## config.mk

```make
export PLATFORM = sky130hd
export DESIGN_NAME = instr_sequencer
export DESIGN_NICKNAME = d
export VERILOG_FILES = /design/src/rtl/instr_sequencer_pkg.sv /design/src/rtl/instr_sequencer_decoder.sv /design/src/rtl/instr_sequencer.sv
export SDC_FILE = /design/constraint.sdc
export NUM_CORES = 1
export LEC_CHECK = 0
export BUFFER_PORTS_ARGS = -buffer_cell sky130_fd_sc_hd__buf_2
export CELL_PAD_IN_SITES_DETAIL_PLACEMENT = 0
export CELL_PAD_IN_SITES_GLOBAL_PLACEMENT = 1
export CORE_MARGIN = 2
export CORE_UTILIZATION = 40
export CTS_BUF_LIST = sky130_fd_sc_hd__clkbuf_8
export DETAILED_ROUTE_END_ITERATION = 7
export PLACE_DENSITY_LB_ADDON = 0.1
export SETUP_SLACK_MARGIN = 0.15
export SYNTH_ARGS = -nofsm -noshare
export SYNTH_HDL_FRONTEND = slang
export SYNTH_SLANG_ARGS = --single-unit
```

## constraint.sdc

```tcl
create_clock -name clk -period 5.52 [get_ports clk]
set_input_delay 0.276 -clock clk [delete_from_list [all_inputs] [get_ports clk]]
set_output_delay 0.276 -clock clk [all_outputs]
set_load 0.01 [all_outputs]
```

## src/rtl/instr_sequencer_pkg.sv

```systemverilog
// Shared ISA encoding, instruction field positions, default widths, sequencer state and
// the decoded control bundle for instr_sequencer.
package instr_sequencer_pkg;

  localparam int DEF_IP_BITS       = 8;
  localparam int DEF_MEM_DATA_BITS = 8;
  localparam int DEF_INSTR_BITS    = 16;
  localparam int DEF_REG_ADDR_BITS = 4;
  localparam int DEF_REG_DATA_BITS = 8;

  // Field positions inside the 16-bit instruction core
  localparam int OP_MSB  = 15;
  localparam int OP_LSB  = 12;
  localparam int RD_MSB  = 11;
  localparam int RD_LSB  = 8;
  localparam int RS1_MSB = 7;
  localparam int RS1_LSB = 4;
  localparam int RS2_MSB = 3;
  localparam int RS2_LSB = 0;
  localparam int IMM_MSB = 7;
  localparam int IMM_LSB = 0;

  typedef enum logic [3:0] {
    OP_NOP   = 4'h0,
    OP_MOVIR = 4'h1,
    OP_MOVRR = 4'h2,
    OP_ADDRR = 4'h3,
    OP_SUBRR = 4'h4,
    OP_ADDI  = 4'h5,
    OP_SUBI  = 4'h6,
    OP_JZI   = 4'h7,
    OP_JZR   = 4'h8,
    OP_MOVMR = 4'h9,
    OP_MOVRM = 4'hA
  } opcode_t;

  typedef enum logic [2:0] {
    S_FETCH,
    S_WAIT,
    S_DECODE,
    S_EXECUTE,
    S_TRAP
  } seq_state_t;

  typedef struct packed {
    logic       rd0_en;
    logic       rd1_en;
    logic       wr_en;
    logic [3:0] rd0_addr;
    logic [3:0] rd1_addr;
    logic [3:0] wr_addr;
    logic [7:0] imm;
    logic       alu_a_sel;
    logic       reg_in_sel;
    logic       subtract;
    logic       jzi;
    logic       jzr;
    logic       illegal;
  } ctrl_t;

endpackage

```

## src/rtl/instr_sequencer_decoder.sv

```systemverilog
// Combinational opcode decoder: 16-bit instruction core -> control bundle.
module instr_sequencer_decoder
  import instr_sequencer_pkg::*;
(
  input  logic [15:0] instr_i,
  output ctrl_t       ctrl_o
);

  opcode_t    op;
  logic [3:0] rd, rs1, rs2;
  logic [7:0] imm8;

  assign op   = opcode_t'(instr_i[OP_MSB:OP_LSB]);
  assign rd   = instr_i[RD_MSB:RD_LSB];
  assign rs1  = instr_i[RS1_MSB:RS1_LSB];
  assign rs2  = instr_i[RS2_MSB:RS2_LSB];
  assign imm8 = instr_i[IMM_MSB:IMM_LSB];

  always_comb begin
    ctrl_o = '0;
    case (op)
      OP_NOP: ;
      OP_MOVIR: begin
        ctrl_o.wr_en      = 1'b1;
        ctrl_o.wr_addr    = rd;
        ctrl_o.imm        = imm8;
        ctrl_o.reg_in_sel = 1'b1;
      end
      OP_MOVRR: begin
        // b port left disabled so the ALU passes a + 0
        ctrl_o.rd0_en   = 1'b1;
        ctrl_o.rd0_addr = rs1;
        ctrl_o.wr_en    = 1'b1;
        ctrl_o.wr_addr  = rd;
      end
      OP_ADDRR, OP_SUBRR: begin
        ctrl_o.rd0_en   = 1'b1;
        ctrl_o.rd0_addr = rs1;
        ctrl_o.rd1_en   = 1'b1;
        ctrl_o.rd1_addr = rs2;
        ctrl_o.wr_en    = 1'b1;
        ctrl_o.wr_addr  = rd;
        ctrl_o.subtract = (op == OP_SUBRR);
      end
      OP_ADDI, OP_SUBI: begin
        ctrl_o.alu_a_sel = 1'b1;
        ctrl_o.imm       = imm8;
        ctrl_o.rd1_en    = 1'b1;
        ctrl_o.rd1_addr  = rd;
        ctrl_o.wr_en     = 1'b1;
        ctrl_o.wr_addr   = rd;
        ctrl_o.subtract  = (op == OP_SUBI);
      end
      OP_JZI: begin
        ctrl_o.imm = imm8;
        ctrl_o.jzi = 1'b1;
      end
      OP_JZR: begin
        ctrl_o.rd0_en   = 1'b1;
        ctrl_o.rd0_addr = rd;
        ctrl_o.jzr      = 1'b1;
      end
      default: ctrl_o.illegal = 1'b1;  // MOVMR, MOVRM and unassigned codes
    endcase
  end

endmodule

```

## src/rtl/instr_sequencer.sv

```systemverilog
// Fetch/decode/execute sequencer over a variable-latency read port.
// Define INSTR_SEQUENCER_ILLEGAL_TRAP_EN to halt in TRAP on an illegal opcode.
module instr_sequencer
  import instr_sequencer_pkg::*;
#(
  parameter int                 IP_BITS       = DEF_IP_BITS,
  parameter int                 MEM_DATA_BITS = DEF_MEM_DATA_BITS,
  parameter int                 INSTR_BITS    = DEF_INSTR_BITS,
  parameter int                 REG_ADDR_BITS = DEF_REG_ADDR_BITS,
  parameter int                 REG_DATA_BITS = DEF_REG_DATA_BITS,
  parameter logic [IP_BITS-1:0] RESET_VECTOR  = '0
) (
  input  logic                     clk,
  input  logic                     reset,
  output logic [IP_BITS-1:0]       mem_addr,
  output logic                     mem_rd_en,
  input  logic [MEM_DATA_BITS-1:0] mem_rd_data,
  input  logic                     mem_rd_valid,
  input  logic                     zero_flag,
  input  logic [REG_DATA_BITS-1:0] reg_rd0_data,
  output logic                     reg_rd0_en,
  output logic                     reg_rd1_en,
  output logic                     reg_wr_en,
  output logic [REG_ADDR_BITS-1:0] reg_rd0_addr,
  output logic [REG_ADDR_BITS-1:0] reg_rd1_addr,
  output logic [REG_ADDR_BITS-1:0] reg_wr_addr,
  output logic [REG_DATA_BITS-1:0] imm,
  output logic                     alu_a_sel,
  output logic                     reg_in_sel,
  output logic                     subtract,
  output logic                     illegal_op,
  output logic [IP_BITS-1:0]       ip
);

  localparam int WORDS = INSTR_BITS / MEM_DATA_BITS;
  localparam int CNT_W = (WORDS > 1) ? $clog2(WORDS) : 1;

  if (INSTR_BITS % MEM_DATA_BITS != 0) begin : g_bad_ratio
    $error("INSTR_BITS must be an integer multiple of MEM_DATA_BITS");
  end
  if (INSTR_BITS < 16) begin : g_bad_width
    $error("INSTR_BITS must be at least 16");
  end

  seq_state_t              state_q, state_d;
  logic [IP_BITS-1:0]      ip_q, ip_d;
  logic [INSTR_BITS-1:0]   ir_q, ir_d, ir_shift;
  logic [CNT_W-1:0]        cnt_q, cnt_d;
  ctrl_t                   ctrl_q, ctrl_d, dec;
  logic                    last_word;

  // Most significant word arrives first; decode sees the fully assembled word.
  assign ir_shift  = (ir_q << MEM_DATA_BITS) | INSTR_BITS'(mem_rd_data);
  assign last_word = (cnt_q == CNT_W'(WORDS - 1));

  instr_sequencer_decoder u_dec (
    .instr_i (ir_shift[INSTR_BITS-1 -: 16]),
    .ctrl_o  (dec)
  );

  always_ff @(posedge clk) begin
    if (reset) begin
      state_q <= S_FETCH;
      ip_q    <= RESET_VECTOR;
      ir_q    <= '0;
      cnt_q   <= '0;
      ctrl_q  <= '0;
    end else begin
      state_q <= state_d;
      ip_q    <= ip_d;
      ir_q    <= ir_d;
      cnt_q   <= cnt_d;
      ctrl_q  <= ctrl_d;
    end
  end

  always_comb begin
    state_d = state_q;
    ip_d    = ip_q;
    ir_d    = ir_q;
    cnt_d   = cnt_q;
    ctrl_d  = ctrl_q;
    case (state_q)
      S_FETCH: state_d = S_WAIT;
      S_WAIT: begin
        if (mem_rd_valid) begin
          ir_d = ir_shift;
          ip_d = ip_q + IP_BITS'(1);
          if (last_word) begin
            cnt_d   = '0;
            ctrl_d  = dec;
            state_d = S_DECODE;
          end else begin
            cnt_d   = cnt_q + CNT_W'(1);
            state_d = S_FETCH;
          end
        end
      end
      S_DECODE: state_d = S_EXECUTE;
      S_EXECUTE: begin
        state_d = S_FETCH;
        // ip already points past the instruction, so JZI is relative to the next one
        if (zero_flag && ctrl_q.jzi) ip_d = ip_q + IP_BITS'($signed(ctrl_q.imm));
        else if (zero_flag && ctrl_q.jzr) ip_d = IP_BITS'(reg_rd0_data);
`ifdef INSTR_SEQUENCER_ILLEGAL_TRAP_EN
        if (ctrl_q.illegal) state_d = S_TRAP;
`endif
      end
      S_TRAP:  state_d = S_TRAP;
      default: state_d = S_FETCH;
    endcase
  end

  // Strobes are masked while reset is asserted so nothing leaks out of the reset cycle.
  always_comb begin
    mem_addr     = ip_q;
    ip           = ip_q;
    mem_rd_en    = (state_q == S_FETCH) && !reset;
    reg_wr_en    = (state_q == S_EXECUTE) && ctrl_q.wr_en && !reset;
    illegal_op   = (((state_q == S_EXECUTE) && ctrl_q.illegal) || (state_q == S_TRAP)) && !reset;
    reg_rd0_en   = ctrl_q.rd0_en;
    reg_rd1_en   = ctrl_q.rd1_en;
    reg_rd0_addr = REG_ADDR_BITS'(ctrl_q.rd0_addr);
    reg_rd1_addr = REG_ADDR_BITS'(ctrl_q.rd1_addr);
    reg_wr_addr  = REG_ADDR_BITS'(ctrl_q.wr_addr);
    imm          = REG_DATA_BITS'(ctrl_q.imm);
    alu_a_sel    = ctrl_q.alu_a_sel;
    reg_in_sel   = ctrl_q.reg_in_sel;
    subtract     = ctrl_q.subtract;
  end

endmodule

```

==> results.sh, run 1 <==
export IMPL_post_cts_buffers=0
export IMPL_power_static_leakage_uw=0.00126
export IMPL_finalCriticalPeriod_ps=2350
export IMPL_p_int_uw=471
export IMPL_grt_pass1_wl_mm=11.9
export IMPL_cts_max_level=2
export IMPL_synth_seq_area_share_pct=35.4
export IMPL_initial_core_util_pct=41.0
export IMPL_arrival_ps=2070
export IMPL_ant_nets=0
export IMPL_place_area_sq_um=2890
export IMPL_drive_gt1_share_pct=21.6
export IMPL_numCtsBuffers=5
export IMPL_place_hpwl_mm=5.54
export IMPL_die_y_um=87.3
export IMPL_vias=2500
export IMPL_syn_area_per_cell_sq_um=8.35
export IMPL_synth_top_cell_by_area="dfxtp_1"
export IMPL_ir_drop_v=0.000125
export IMPL_grt_max_degree=44
export IMPL_yosysWarnings=0
export IMPL_clockPowerShare_pct=32.8
export IMPL_synth_cell_types=57
export IMPL_powerDensity_nw_per_um2=217
export IMPL_clk_pin_slew_worst_paths_ps=90
export IMPL_share_comb_of_total_power_pct=9.6
export IMPL_final_setup_tns_ps=0
export IMPL_synth_top_area_share_pct=35.4
export IMPL_drc=0
export IMPL_grt_pass1_vias=2256
export IMPL_nNetsFinal=386
export IMPL_final_area_sq_um=2980
export IMPL_routedWlPerCell_um=17.4
export IMPL_swShare_pct=27.0
export IMPL_gp_congestion=0.823
export IMPL_finalCritPeriodShare_pct=42.5
export IMPL_core_area_sq_um=6760
export IMPL_start_kind="flop"
export IMPL_cp_required_ps=5240
export IMPL_antenna_found_initial=0
export IMPL_crit_slowest_cell="dfxtp_1"
export IMPL_global_route_usage_met3_pct=4.27
export IMPL_grt_util_met2_pct=34.4
export IMPL_synth_nets=361
export IMPL_fillers=743
export IMPL_ios=64
export IMPL_clock_sinks=49
export IMPL_setup_worst_path_class="reg2out"
export IMPL_slowest_delay_ps=640
export IMPL_clock_path_buffers=2
export IMPL_synthesis_area_sq_um=2770
export IMPL_async_flop_share_pct=0
export IMPL_tritoncts="built"
export IMPL_syn_inst=332
export IMPL_wirelength_mm=7.59
export IMPL_grt_busiest_layer="met2"
export IMPL_cp_cell_sequence="nand3b_1 -> nor2_1 -> and2_1 -> buf_2"
export IMPL_cts_root_buf="clkbuf_8"
export IMPL_cts_hold_buffers=0
export IMPL_clock_latency_ps=310
export IMPL_timing_slew_headroom_pct=37.3
export IMPL_num_rows=30
export IMPL_switching_power_uw=175
export IMPL_diodes=0
export IMPL_cts_resized=0
export IMPL_synthTopCellsByArea="dfxtp_1, buf_4, a22o_1"
export IMPL_dieArea_sq_um=7610
export IMPL_cp_end_kind="output pin"
export IMPL_finalSetupViolations=0
export IMPL_rsz0062_at_grt="no"
export IMPL_viasPerCell=5.72
export IMPL_grt_overflow=0
export IMPL_hold_violations=0
export IMPL_cap_violations=0
export IMPL_maxSlewViolCount=0
export IMPL_drt_pass1_iterations=4
export IMPL_final_setup_skew_ps=12.9
export IMPL_synth_edf_count=0
export IMPL_synth_ff_type="dfxtp_1"
export IMPL_globalRouteTotalUtil_pct=20.6
export IMPL_post_route_util_pct=44.0
export IMPL_status="complete, no violations"
export IMPL_worst_pin_slew_ps=940
export IMPL_portBuffers=63
export IMPL_crit_fanout=15
export IMPL_seq_power_share_pct=57.6
export IMPL_drt_iter0_markers=91
export IMPL_ys_ff_latch=49
export IMPL_area_delta_synth_final_pct=7.31
export IMPL_grtUsageMet1_pct=26.9
export IMPL_fp_dieW_um=87.3
export IMPL_fmax_ghz=0.426
export IMPL_min_delay_path_class="in2reg"
==> critical path, delay by kind of cell, from the launching register on <==
| kind | cells | cell delay (ps) |
|---|---|---|
| and+or+nand+nor | 3 | 1020 |
| buffers and inverters | 1 | 120 |
| DFF | 1 | 640 |
==> Yosys cell counts, types with 6 or more instances <==
cell type and number:
nand3_1 7, a21oi_1 25, nor2_1 34, clkbuf_1 8, ha_1 8, dfxtp_1 49, a22o_1 19, buf_4 30
nor3_1 11, nand2_1 34, buf_2 7, a22oi_1 6
==> cell type report <==
cell class	count	area [sq um]	share of cell area (%)
clock inverter	2	13.8	0.463
sequential	49	981	33.0
timing repair buffer	64	323	10.8
tap	80	100	3.36
multi-input combinational	231	1470	49.3
inverter	6	22.5	0.757
clock buffer	5	68.8	2.31
==> logic make-up (layout without fill, tap and decap cells) <==
group / count (synthesis) / after routing / synth area share [%]
AOI/OAI and AO/OA: 92 / 92 / 23.8
xor gates and xnor gates: 6 / 6 / 1.90
adders and majority gates: 9 / 9 / 4.33
buffers and inverters: 52 / 77 / 11.7
DFF: 49 / 49 / 35.4
muxes: 5 / 5 / 1.85
and+or+nand+nor: 119 / 119 / 21.0
==> sequential cells by signal, summed over array words and instances, names as in the netlist, 3 cells and up <==
name / flops
imm: 8
ip: 8
ir_q: 8
ctrl_q: 4
reg_rd0_addr: 4
reg_rd1_addr: 4
reg_wr_addr: 4
state_q: 3
==> layout by cell type, fill, tap and decap left out, types with 6 or more instances in the layout <==
master   count
dfxtp_1     49
nor3_1      11
buf_2       63
nand3_1      7
a22o_1      19
nor2_1      34
a22oi_1      6
ha_1         8
nand2_1     34
a21oi_1     25
==> through the flow <==
step | cells | power, uW | hold WS, ps | worst slack (ps)
after global placement | 430 | 442 | 440 | 3170
final | 437 | 645 | 219 | 3170
after floorplan | 332 | 420 | 402 | 3540
after global routing | 437 | 679 | 208 | 3010
after CTS | 437 | 656 | 209 | 3150
after detailed placement | 430 | 443 | 444 | 3190
==> power by group through the flow <==
stage	combinational, uW	sequential (uW)	clock [uW]
floorplan	45.8	375	0
global placement	62.4	380	0
detailed placement	62.6	380	0
CTS	62.8	372	222
global route	69.3	373	237
finish	62.0	372	212
==> path summary, 6_finish.rpt <==
kind                                      from    endpoint  slack, ps  depth (start not counted)
worst max-delay path                state_q[1]   reg_wr_en       3170                          4
worst min-delay path            mem_rd_data[4]      imm[4]        220                          2
worst max register to register           ip[0]       ip[4]       3240                          8
worst min register to register      reg_in_sel  reg_in_sel        450                          2
==> per-layer routing <==
layer | wire length, um | up-vias | part of all wire [%]
met2 | 3680 | 74 | 48
met5 | 0 | - | 0
li1 | - | 1240 | -
met4 | 113 | 0 | 1.5
met1 | 3440 | 1176 | 45
met3 | 355 | 10 | 4.7
(Power assumes the default switching activity.)
==> inputs of run 2 (changes only) <==
- CORE_UTILIZATION: 40 -> 37
- clock period: 5.52 -> 2.1 ns (I/O delays scaled with it)
==> results.sh, run 2 (synthesis gave the netlist of run 1 again) <==
export IMPL_status="complete, no violations"
export IMPL_grt_overflow=0
export IMPL_cap_violations=0
export IMPL_ant_nets=0
export IMPL_grt_pass1_wl_mm=12.5
export IMPL_cts_root_buf="clkbuf_8"
export IMPL_finalSetupViolations=0
export IMPL_vias=2510
export IMPL_grt_max_degree=24
export IMPL_final_common_cell="buf_2"
export IMPL_num_rows=31
export IMPL_wirelength_mm=7.95
export IMPL_p_int_uw=1400
export IMPL_swShare_pct=24.5
export IMPL_finalCritPeriodShare_pct=91.2
export IMPL_hold_violations=0
export IMPL_clk_pin_slew_worst_paths_ps=90
export IMPL_fp_dieW_um=90.6
export IMPL_timing_hold_ws_ps=49.5
export IMPL_fmax_ghz=0.522
export IMPL_rsz0062_at_grt="yes"
export IMPL_cp_required_ps=2330
export IMPL_power_static_leakage_uw=0.00137
export IMPL_cp_end_kind="flop"
export IMPL_crit_slowest_cell="dfxtp_4"
export IMPL_initial_core_util_pct=38.2
export IMPL_routedWlPerCell_um=16.8
export IMPL_drc=0
export IMPL_dieArea_sq_um=8200
export IMPL_maxSlewViolCount=0
export IMPL_area_delta_synth_final_pct=18.0
export IMPL_final_setup_skew_ps=5.46
export IMPL_arrival_ps=2140
export IMPL_timing_slew_headroom_pct=41.7
export IMPL_globalRouteTotalUtil_pct=19.0
export IMPL_numCtsBuffers=5
export IMPL_drt_pass1_iterations=4
export IMPL_slowest_delay_ps=370
export IMPL_seq_power_share_pct=52.2
export IMPL_die_y_um=90.6
export IMPL_clock_latency_ps=300
export IMPL_preCtsSetupSlack_ps=80.5
export IMPL_setup_worst_path_class="reg2reg"
export IMPL_ir_drop_v=0.000263
export IMPL_core_area_sq_um=7250
export IMPL_min_delay_path_class="in2reg"
export IMPL_clock_sinks=49
export IMPL_final_setup_tns_ps=0
export IMPL_crit_fanout=3
export IMPL_antenna_found_initial=0
export IMPL_viasPerCell=5.30
export IMPL_cts_max_level=2
export IMPL_place_hpwl_mm=6.04
export IMPL_share_comb_of_total_power_pct=10.2
export IMPL_drive_gt1_share_pct=30.7
export IMPL_clockPowerShare_pct=37.6
export IMPL_gp_congestion=0.845
export IMPL_powerDensity_nw_per_um2=569
export IMPL_diodes=0
export IMPL_drt_iter0_markers=72
export IMPL_ios=64
export IMPL_worst_pin_slew_ps=871
export IMPL_nNetsFinal=403
export IMPL_setup_slack_ps=185
export IMPL_portBuffers=63
export IMPL_start_kind="flop"
export IMPL_grt_pass1_vias=2455
export IMPL_cp_cell_sequence="ha_4 -> inv_1 -> fa_2 -> nor2b_2 -> o31a_1 -> o21a_1 -> or3_1 -> o211ai_1"
export IMPL_tritoncts="built"
export IMPL_layout_common_cells="buf_2, dfxtp_1, nand2_1"
export IMPL_clock_path_buffers=2
export IMPL_finalCriticalPeriod_ps=1910
export IMPL_switching_power_uw=455
==> run 2: cell count changes in the layout (fill, tap and decap cells not counted), sizes merged <==
cell    change
clkinv      -1
bufinv      +1
buf        +17
clkbuf      +1
==> run 2: path summary, 6_finish.rpt <==
| kind | startpoint | slack, ps | endpoint | cells after the start |
|---|---|---|---|---|
| min | mem_rd_data[6] | 50 | imm[6] | 2 |
| max reg2reg | imm[0] | 190 | ip[6] | 8 |
| max | imm[0] | 190 | ip[6] | 8 |
| min reg2reg | alu_a_sel | 450 | alu_a_sel | 2 |
==> run 2: metal layers <==
layer | vias up | global-route usage [%] | part of all wire (%)
met3 | 8 | 3.67 | 4.9
met1 | 1167 | 23.1 | 44
li1 | 1269 | - | -
met5 | - | 0 | 0
met4 | 0 | 4.49 | 1.1
met2 | 66 | 34.5 | 50
==> run 2: metrics by stage <==
stage	cells	instance area, sq um	power (uW)	utilization (%)
2_1_floorplan	332	2780	1110	-
3_3_place_gp	465	3050	1180	42.1
3_5_place_dp	465	3050	1180	42.1
4_1_cts	473	3180	1870	43.8
5_1_grt	474	3270	1940	45.1
6_report	474	3270	1860	45.1
==> run 2: cell type report <==
type	instances	area (sq um)
clock buffers	6	82.6
inverters	6	22.5
flip-flops and latches	49	992
fillers	756	3980
repair buffers	81	463
multi-input cells	231	1550
well taps	99	124
clock inverters	2	33.8
==> run 2: power by group through the flow <==
stage | clock network (uW) | registers, uW | logic (uW)
2_1_floorplan | 0 | 985 | 120
3_3_place_gp | 0 | 993 | 188
3_5_place_dp | 0 | 993 | 186
4_1_cts | 712 | 971 | 188
5_1_grt | 756 | 975 | 209
6_report | 700 | 971 | 189
==> run 2: timing repair <==
item                                    4_1_cts  5_1_grt
setup buffers                                 0        1
hold buffers                                  0        0
pin swaps                                     1        9
gates resized for setup                       4       21
endpoints found under the setup margin        2       11
==> run 2: worst max-delay path: cells and delay by family, from the launching register on <==
family | cells | cell delay (ps)
buffers and inverters | 1 | 70
AND/OR/NAND/NOR | 2 | 380
adder cells (fa/ha/maj) | 2 | 390
flip-flops | 1 | 370
AO/OA/AOI/OAI | 3 | 630
